==> src/rtl/snd_pkg.sv <==
// snd_pkg: items shared by the 1-bit audio path (generators and decimator).
//   SND_POS      - snd bit level that means positive full scale.
//   clog2        - ceil(log2(v)) for elaborating widths.
//   CIC_L/CIC_W  - CIC bit growth L = ORDER*log2(DECIM) and register width
//                  W = L+1. The comb output can reach exactly 2^L, which needs
//                  the extra bit.
//   dec_state_e  - decimator warm-up / running state.
package snd_pkg;

  localparam logic SND_POS = 1'b1;

  function automatic int clog2(input int v);
    int r;
    r = 0;
    while ((1 << r) < v) r++;
    return r;
  endfunction

  function automatic int CIC_L(input int decim, input int order);
    return order * clog2(decim);
  endfunction

  function automatic int CIC_W(input int decim, input int order);
    return CIC_L(decim, order) + 1;
  endfunction

  typedef enum logic {
    ST_WARM = 1'b0,
    ST_RUN  = 1'b1
  } dec_state_e;

endpackage

==> src/rtl/snd_sat_trunc.sv <==
// snd_sat_trunc: converts a W-bit unsigned CIC comb result c in [0, 2^L] into
// an OUT_BITS signed PCM sample: s = (c >> (L-OUT_BITS)) - 2^(OUT_BITS-1).
// The single value that lands on +2^(OUT_BITS-1) is saturated to the largest
// positive code and flagged with o_clip. Purely combinational.
// Ports:
//   i_comb    in   W         comb chain output (unsigned)
//   o_sample  out  OUT_BITS  signed PCM sample
//   o_clip    out  1         sample was saturated to +max
module snd_sat_trunc
  import snd_pkg::*;
#(
  parameter int L        = 18,
  parameter int W        = 19,
  parameter int OUT_BITS = 16
) (
  input  logic [W-1:0]               i_comb,
  output logic signed [OUT_BITS-1:0] o_sample,
  output logic                       o_clip
);

  localparam int SH = L - OUT_BITS;

  // After the shift the value fits in OUT_BITS+1 bits and lies in
  // [0, 2^OUT_BITS]; the top bit is set only for the full-scale value.
  logic [OUT_BITS:0] w_top;
  assign w_top = i_comb[W-1:SH];

  if (SH > 0) begin : g_drop
    logic w_unused_lsbs;
    assign w_unused_lsbs = ^i_comb[SH-1:0];
  end

  // Subtracting 2^(OUT_BITS-1) from an OUT_BITS-bit value is an MSB flip.
  always_comb begin
    o_clip = w_top[OUT_BITS];
    if (w_top[OUT_BITS]) begin
      o_sample = {1'b0, {(OUT_BITS-1){1'b1}}};
    end else begin
      o_sample = {~w_top[OUT_BITS-1], w_top[OUT_BITS-2:0]};
    end
  end

endmodule

==> src/rtl/snd_pdm_decim.sv <==
// snd_pdm_decim: CIC decimator turning the 1-bit snd density stream into
// signed PCM samples at clk/DECIM.
// Ports:
//   clk           in   1         system clock, one snd bit sampled per cycle
//   reset         in   1         synchronous, active-high
//   snd_in        in   1         1-bit audio stream (SND_POS = +full scale)
//   sample        out  OUT_BITS  signed PCM sample, held between strobes
//   sample_valid  out  1         one-cycle strobe: sample updated this cycle
//   clip          out  1         sample saturated to +max; updates with sample
//   dbg_state     out  1         warm-up / running state of the output gate
//
// Handshake: sample_valid is a pure strobe with no ready; sample and clip
// change only in a cycle where sample_valid is 1 and hold otherwise.
//
// Timing: edge E0 samples the last bit of a window (cnt = DECIM-1).
// E0+1 runs the comb chain on the decimated integrator value and registers
// the comb result; E0+2 registers sample/clip and pulses sample_valid.
module snd_pdm_decim
  import snd_pkg::*;
#(
  parameter int DECIM    = 64,
  parameter int ORDER    = 3,
  parameter int OUT_BITS = 16
) (
  input  logic                       clk,
  input  logic                       reset,
  input  logic                       snd_in,
  output logic signed [OUT_BITS-1:0] sample,
  output logic                       sample_valid,
  output logic                       clip,
  output dec_state_e                 dbg_state
);

  localparam int L  = CIC_L(DECIM, ORDER);
  localparam int W  = CIC_W(DECIM, ORDER);
  localparam int CW = clog2(DECIM);
  localparam logic [CW-1:0] CNT_LAST  = CW'(DECIM - 1);
  localparam logic [2:0]    WARM_LAST = 3'(ORDER - 1);

  logic [CW-1:0]              r_cnt;
  logic                       r_dec_stb;
  logic                       r_comb_stb;
  logic [W-1:0]               r_comb_out;
  logic [2:0]                 r_warm;
  dec_state_e                 r_state;
  dec_state_e                 w_state_nxt;
  logic                       w_warm_inc;
  logic                       w_emit;
  logic                       w_bit;
  logic [W-1:0]               w_dec_x;
  logic [W-1:0]               w_comb_last;
  logic signed [OUT_BITS-1:0] w_sat_sample;
  logic                       w_sat_clip;

  assign w_bit = (snd_in == SND_POS);

  // Integrator chain: free-running, wraps modulo 2^W by design.
  for (genvar k = 0; k < ORDER; k++) begin : g_int
    logic [W-1:0] w_add;
    logic [W-1:0] r_acc;
    if (k == 0) begin : g_src
      assign w_add = {{(W-1){1'b0}}, w_bit};
    end else begin : g_src
      assign w_add = g_int[k-1].r_acc;
    end
    always_ff @(posedge clk) begin
      if (reset) r_acc <= '0;
      else       r_acc <= r_acc + w_add;
    end
  end

  assign w_dec_x = g_int[ORDER-1].r_acc;

  // Comb chain: combinational differences against the previous decimated
  // input of each stage; history advances once per window, warm-up included.
  for (genvar k = 0; k < ORDER; k++) begin : g_comb
    logic [W-1:0] w_x;
    logic [W-1:0] w_y;
    logic [W-1:0] r_prev;
    if (k == 0) begin : g_src
      assign w_x = w_dec_x;
    end else begin : g_src
      assign w_x = g_comb[k-1].w_y;
    end
    assign w_y = w_x - r_prev;
    always_ff @(posedge clk) begin
      if (reset)          r_prev <= '0;
      else if (r_dec_stb) r_prev <= w_x;
    end
  end

  assign w_comb_last = g_comb[ORDER-1].w_y;

  // Output gate: the first ORDER decimated results only prime the combs.
  always_ff @(posedge clk) begin
    if (reset) begin
      r_state <= ST_WARM;
      r_warm  <= '0;
    end else begin
      r_state <= w_state_nxt;
      if (w_warm_inc) r_warm <= r_warm + 3'd1;
    end
  end

  always_comb begin
    w_state_nxt = r_state;
    w_warm_inc  = 1'b0;
    w_emit      = 1'b0;
    case (r_state)
      ST_WARM: begin
        if (r_dec_stb) begin
          w_warm_inc = 1'b1;
          if (r_warm == WARM_LAST) w_state_nxt = ST_RUN;
        end
      end
      ST_RUN: begin
        w_emit = r_dec_stb;
      end
    endcase
  end

  assign dbg_state = r_state;

  snd_sat_trunc #(
    .L        (L),
    .W        (W),
    .OUT_BITS (OUT_BITS)
  ) u_sat (
    .i_comb   (r_comb_out),
    .o_sample (w_sat_sample),
    .o_clip   (w_sat_clip)
  );

  // Window counter, decimation strobe and output registers.
  always_ff @(posedge clk) begin
    if (reset) begin
      r_cnt        <= '0;
      r_dec_stb    <= 1'b0;
      r_comb_stb   <= 1'b0;
      r_comb_out   <= '0;
      sample       <= '0;
      sample_valid <= 1'b0;
      clip         <= 1'b0;
    end else begin
      r_cnt        <= r_cnt + CW'(1);
      r_dec_stb    <= (r_cnt == CNT_LAST);
      r_comb_stb   <= w_emit;
      if (w_emit) r_comb_out <= w_comb_last;
      sample_valid <= r_comb_stb;
      if (r_comb_stb) begin
        sample <= w_sat_sample;
        clip   <= w_sat_clip;
      end
    end
  end

endmodule

==> config.mk <==
export PLATFORM = sky130hd
export DESIGN_NAME = snd_pdm_decim
export DESIGN_NICKNAME = d
export VERILOG_FILES = /design/src/rtl/snd_pkg.sv /design/src/rtl/snd_sat_trunc.sv /design/src/rtl/snd_pdm_decim.sv
export SDC_FILE = /design/constraint.sdc
export NUM_CORES = 1
export LEC_CHECK = 0
export CAP_MARGIN = 20
export CORE_MARGIN = 5
export CORE_UTILIZATION = 58
export CTS_BUF_LIST = sky130_fd_sc_hd__clkbuf_16
export DETAILED_ROUTE_END_ITERATION = 16
export DONT_BUFFER_PORTS = 1
export PLACE_DENSITY = 0.82
export SKIP_CTS_REPAIR_TIMING = 1
export SLEW_MARGIN = 20
export SYNTH_ARGS = -nofsm -noshare
export SYNTH_HDL_FRONTEND = slang
export SYNTH_SLANG_ARGS = --single-unit
==> constraint.sdc <==
create_clock -name clk -period 5.88 [get_ports clk]
set_input_delay 1.176 -clock clk [delete_from_list [all_inputs] [get_ports clk]]
set_output_delay 1.176 -clock clk [all_outputs]
set_load 0.01 [all_outputs]
* After elaboration in Yosys (flattened, before gate mapping)
Cells that the tools add are included.
Cells by class: equal/unequal tests 2, $add $sub $neg 8, bitwise logic cells 1, multiplexer cells 7
Operators by type and width (count):
- $sub A19 B19 Y19 | 3
- $add A19 B19 Y19 | 2
- $add A19 B1 Y19 | 1
- $mux W16 | 1
- $add A6 B1 Y6 const B | 1
- $eq A6 B6 Y1 const B | 1
- $mux W1 | 6
- $add A3 B1 Y3 const B | 1
- $eq A3 B2 Y1 const B | 1
- $not A1 Y1 | 1
Word-level totals: flip-flop bits (word level) 163, word-level logic and storage cells 33, input port bits 3, output and inout port bits 19

* Logic depth before layout (Yosys ltp)
depth in word-level cells 4, gate-level depth with buffers 27, depth with buffers taken out 27

* By module
A second synthesis with hierarchy kept.
Second synthesis, totals: cell total of the unflattened synthesis 1134, area total of the unflattened synthesis 9703.1 µm²
By module, submodules not included:
- snd_pdm_decim | cells each 1116, sequential area each 3263.1 µm², times used 1, area each 9586.7 µm²
- snd_sat_trunc | cells each 18, sequential area each 0.0 µm², times used 1, area each 116.4 µm²

* Worst setup path before layout
Ideal clock, no wire load.
path kind flip-flop to flip-flop, from register g_int[2].r_acc[0] (netlist: g_comb[0].w_x[0]), to register r_comb_out[18], setup time 0.122 ns, slack 0.316 ns, arrival time 5.442 ns, required time 5.758 ns, stages on the path, launching flop included 26, cells stage by stage dfxtp_1 > inv_1 > ha_1 > inv_1 > fa_1 > a211oi_1 > o21bai_1 > or3_1 > a31oi_1 > xnor2_1 > ha_1 > a21o_1 > o21ai_0 > nor2b_1 > o21bai_1 > a21oi_1 > xnor2_1 > ha_1 > and4_1 > a221o_4 > o41a_1 > and4_4 > a2111oi_4 > xnor2_1 > and3_1 > a311o_1
Between the ends: longest elaborated chain between the ends 3
RTL lines:
- start, declared | RTL line snd_pdm_decim.sv:60 | logic [W-1:0] r_acc;
- start signal, assigned | RTL line snd_pdm_decim.sv:68 | else r_acc <= r_acc + w_add;
- $sub A19 B19 Y19 | RTL line snd_pdm_decim.sv:85 | assign w_y = w_x - r_prev;
- via g_comb[0].w_y[8] | RTL line snd_pdm_decim.sv:78 | logic [W-1:0] w_y;
- $sub A19 B19 Y19 | RTL line snd_pdm_decim.sv:85
- via g_comb[1].w_y[12] | RTL line snd_pdm_decim.sv:78
- $sub A19 B19 Y19 | RTL line snd_pdm_decim.sv:85
- end signal, assigned | RTL line snd_pdm_decim.sv:148 | if (w_emit) r_comb_out <= w_comb_last;
- end, declared | RTL line snd_pdm_decim.sv:43 | logic [W-1:0] r_comb_out;
The timed path passes the listed nets, and every way through them passes these cells. A chain may end at the register's enable or synchronous reset.

* Final worst setup path
Same ends and word-level chain as after synthesis.

==> summary.txt <==
status -> completed
Layout Skew -> 10.5 ps
floorplan core area -> 15900 µm²
Finished Layout Cells -> 1323
filler instances -> 1333
DRT antenna net count -> 0
residual DRC count -> 0
Avg Cell Area, Syn -> 8.54 µm²
Reg2Reg Depth -> 25
Worst Path Arrival -> 6150 ps
vias in the first global route -> 6874
die area -> 18800 µm²
Reg area -> 3230 µm²
CP max-delay cell -> o41a_1
Tcrit/Tclk final -> 0.991
ys async rst share -> 0
HP Start -> r_cnt[5]
Total GRT Usage -> 0.193
Yosys reg bits -> 161
top cells by count, synth -> dfxtp_1, nor2_1, ha_1, inv_1, a21oi_1
Post-Synthesis Cell Area -> 9370 µm²
Critical Path RT -> 6210 ps
critical path class -> reg2reg
Worst IR Drop VDD -> 289 µV
worst reg2reg setup slack -> 50 ps
CTS buffer count -> 17
clock tree buffer depth -> 2
r2r startpoint -> g_comb[0].w_x[0]
initial drt markers -> 252
Worst slew margin -> 0.290
pin count of the biggest net entering global routing -> 168
DRT Pass-1 Iters -> 5
routed vias -> 7269
DRT Wirelength -> 17800 µm
most common cell in the netlist -> dfxtp_1
CTS sink count -> 161
Setup crit end kind -> register
P&R area growth vs syn -> 10.1%
Worst path depth -> 25
port bufs -> 0
gpl congestion -> 0.825
fin util -> 0.650
first-pass GRT wire length -> 29900 µm
die span in y -> 137 µm
max-slew violation count -> 0
post-DR vias/cell -> 5.49
min-delay worst type -> reg2reg
register area share after synthesis -> 0.344
power density over cell area -> 418 nW/µm²
Fmax achieved -> 0.172 GHz
hpwl dp -> 12200 µm
PnR Total Power -> 4.31 mW
Gate Count Post-Synth -> 1098
placed inst area -> 9540 µm²
Antenna Diode Count -> 0
clock insertion delay at the later pin of the skew report -> 440 ps
Initial Util -> 0.590
min cycle time layout -> 5830 ps
syn nets -> 1199
nets -> 1195
Cells after DPL -> 1281
RSZ-0062 raised after global routing -> yes
Ports -> 22
Row Count -> 46
number of enable flip-flop cells after synthesis -> 0
buffers and inverters on the worst path -> 2
initial antenna violation count -> 0
CTS Root Cell -> clkbuf_16
Static Leak -> 4.13 nW
CP Max Fanout -> 4
DIE WIDTH -> 137 µm
reg2reg end -> r_comb_out[18]
hold path endpoint -> r_dec_stb
Yosys top cell by area -> dfxtp_1
Clk pin slew, worst setup/hold paths -> 60 ps
CTS tree -> done
total grt overflow -> 0
Crit path max-delay family -> compound AO/OA/AOI/OAI gates
Slew @ Worst Pin -> 1070 ps
Fin. Hold Viols -> 0
most frequent cell on the critical path -> xnor2_1
commonest register cell after synthesis -> dfxtp_1
post-synth top area share -> 0.344
drt wl/cell -> 13.5 µm
final instance area -> 10300 µm²
synth top area cells -> dfxtp_1, ha_1, nor2_1, mux2i_1, xnor2_1
share of layout cells above drive strength 1 -> 0.0678
Cell variety after synth -> 67
final setup vio count -> 0
CTS H-tree lvls -> 4
crit start category -> register
Multi-input gate area -> 5760 µm²
worst hold stages -> 2
Synth warnings -> 0
Max-cap violations -> 0
max incr delay on CP -> 450 ps
==> worst max path at each step <==
stage	from	slack, ps	end
2_1_floorplan	g_comb[0].w_x[0]	320	r_comb_out[18]
3_3_place_gp	g_comb[0].w_x[0]	140	r_comb_out[18]
3_5_place_dp	g_comb[0].w_x[0]	10	r_comb_out[18]
4_1_cts	g_comb[0].w_x[0]	6	r_comb_out[18]
5_1_grt	g_comb[0].w_x[0]	-190	r_comb_out[18]
6_report	g_comb[0].w_x[0]	50	r_comb_out[18]
==> power by group <==
part | internal (mW) | switching, mW | leakage (nW)
clock | 0.740 | 0.465 | 0.305
sequential | 1.10 | 0.0122 | 1.30
combinational | 0.982 | 1.01 | 2.53
total | 2.83 | 1.49 | 4.13
==> layout by cell type, fill, tap and decap left out, types with 16 or more instances in the layout <==
cell / n
xor2_1: 37
o22ai_1: 16
nand2_1: 65
a21oi_1: 77
a21o_1: 22
dfxtp_1: 157
clkbuf_16: 18
mux2i_1: 51
nand3_1: 21
inv_1: 78
nor2b_1: 17
o21ai_0: 20
nor2_1: 152
ha_1: 93
xnor2_1: 49
nor3_1: 28
==> stage by stage <==
step	hold WS (ps)	TNS, ps	setup WS, ps
4_1_cts	443	0	5.91
3_5_place_dp	432	0	13.3
6_report	440	0	53.8
5_1_grt	467	-290	-191
2_1_floorplan	418	0	316
3_3_place_gp	431	0	144
==> kinds of logic (layout without fill, tap and decap cells) <==
logic type,Yosys count,count (layout),share of synthesized area
buffers and inverters,119,128,0.0478
multiplexers,54,54,0.0581
adder cells (fa/ha/maj),98,98,0.134
XOR/XNOR,87,87,0.0828
flip-flops,161,161,0.344
AND/OR/NAND/NOR,347,347,0.169
AO/OA/AOI/OAI,232,232,0.164
==> worst register-to-register path, stage by stage (launching register included) <==
cell	delay [ps]
dfxtp_2	330
inv_2	60
ha_4	130
inv_2	40
fa_2	360
a211oi_2	250
o21bai_2	100
or3_1	370
a31oi_1	200
xnor2_1	180
ha_1	310
a21o_1	210
o21ai_2	140
nor2b_4	170
o21bai_1	90
a21oi_1	170
xnor2_1	180
ha_1	290
and4_4	210
a221o_4	420
o41a_1	450
and4_4	170
a2111oi_4	290
xnor2_1	130
and3_1	180
a311o_1	310
==> per-layer routing <==
| metal | vias up | routed length, µm | global-route usage |
|---|---|---|---|
| met5 | - | 0 | 0 |
| met3 | 27 | 570 | 0.0379 |
| li1 | 3816 | - | - |
| met4 | 0 | 369 | 0.0771 |
| met2 | 92 | 8950 | 0.344 |
| met1 | 3334 | 7950 | 0.228 |
==> area by class of cell <==
type / instances / area share
Clock buffer: 18 / 0.0436
Clock inverter: 14 / 0.0193
Inverter: 82 / 0.0299
Multi-Input combinational cell: 818 / 0.558
Sequential cell: 161 / 0.313
Tap cell: 216 / 0.0262
Timing Repair Buffer: 14 / 0.0102
==> state kept, by name (all words and copies together), names as in the netlist <==
| signal | count |
|---|---|
| r_warm | 3 |
| g_comb.r_prev | 57 |
| sample | 16 |
| r_comb_stb | 1 |
| r_comb_out | 17 |
| clip | 1 |
| r_dec_stb | 1 |
| r_cnt | 6 |
| g_int.r_acc | 38 |
| sample_valid | 1 |
| dbg_state | 1 |
| g_comb.w_x | 19 |
Power figures use the tool's default switching activity.
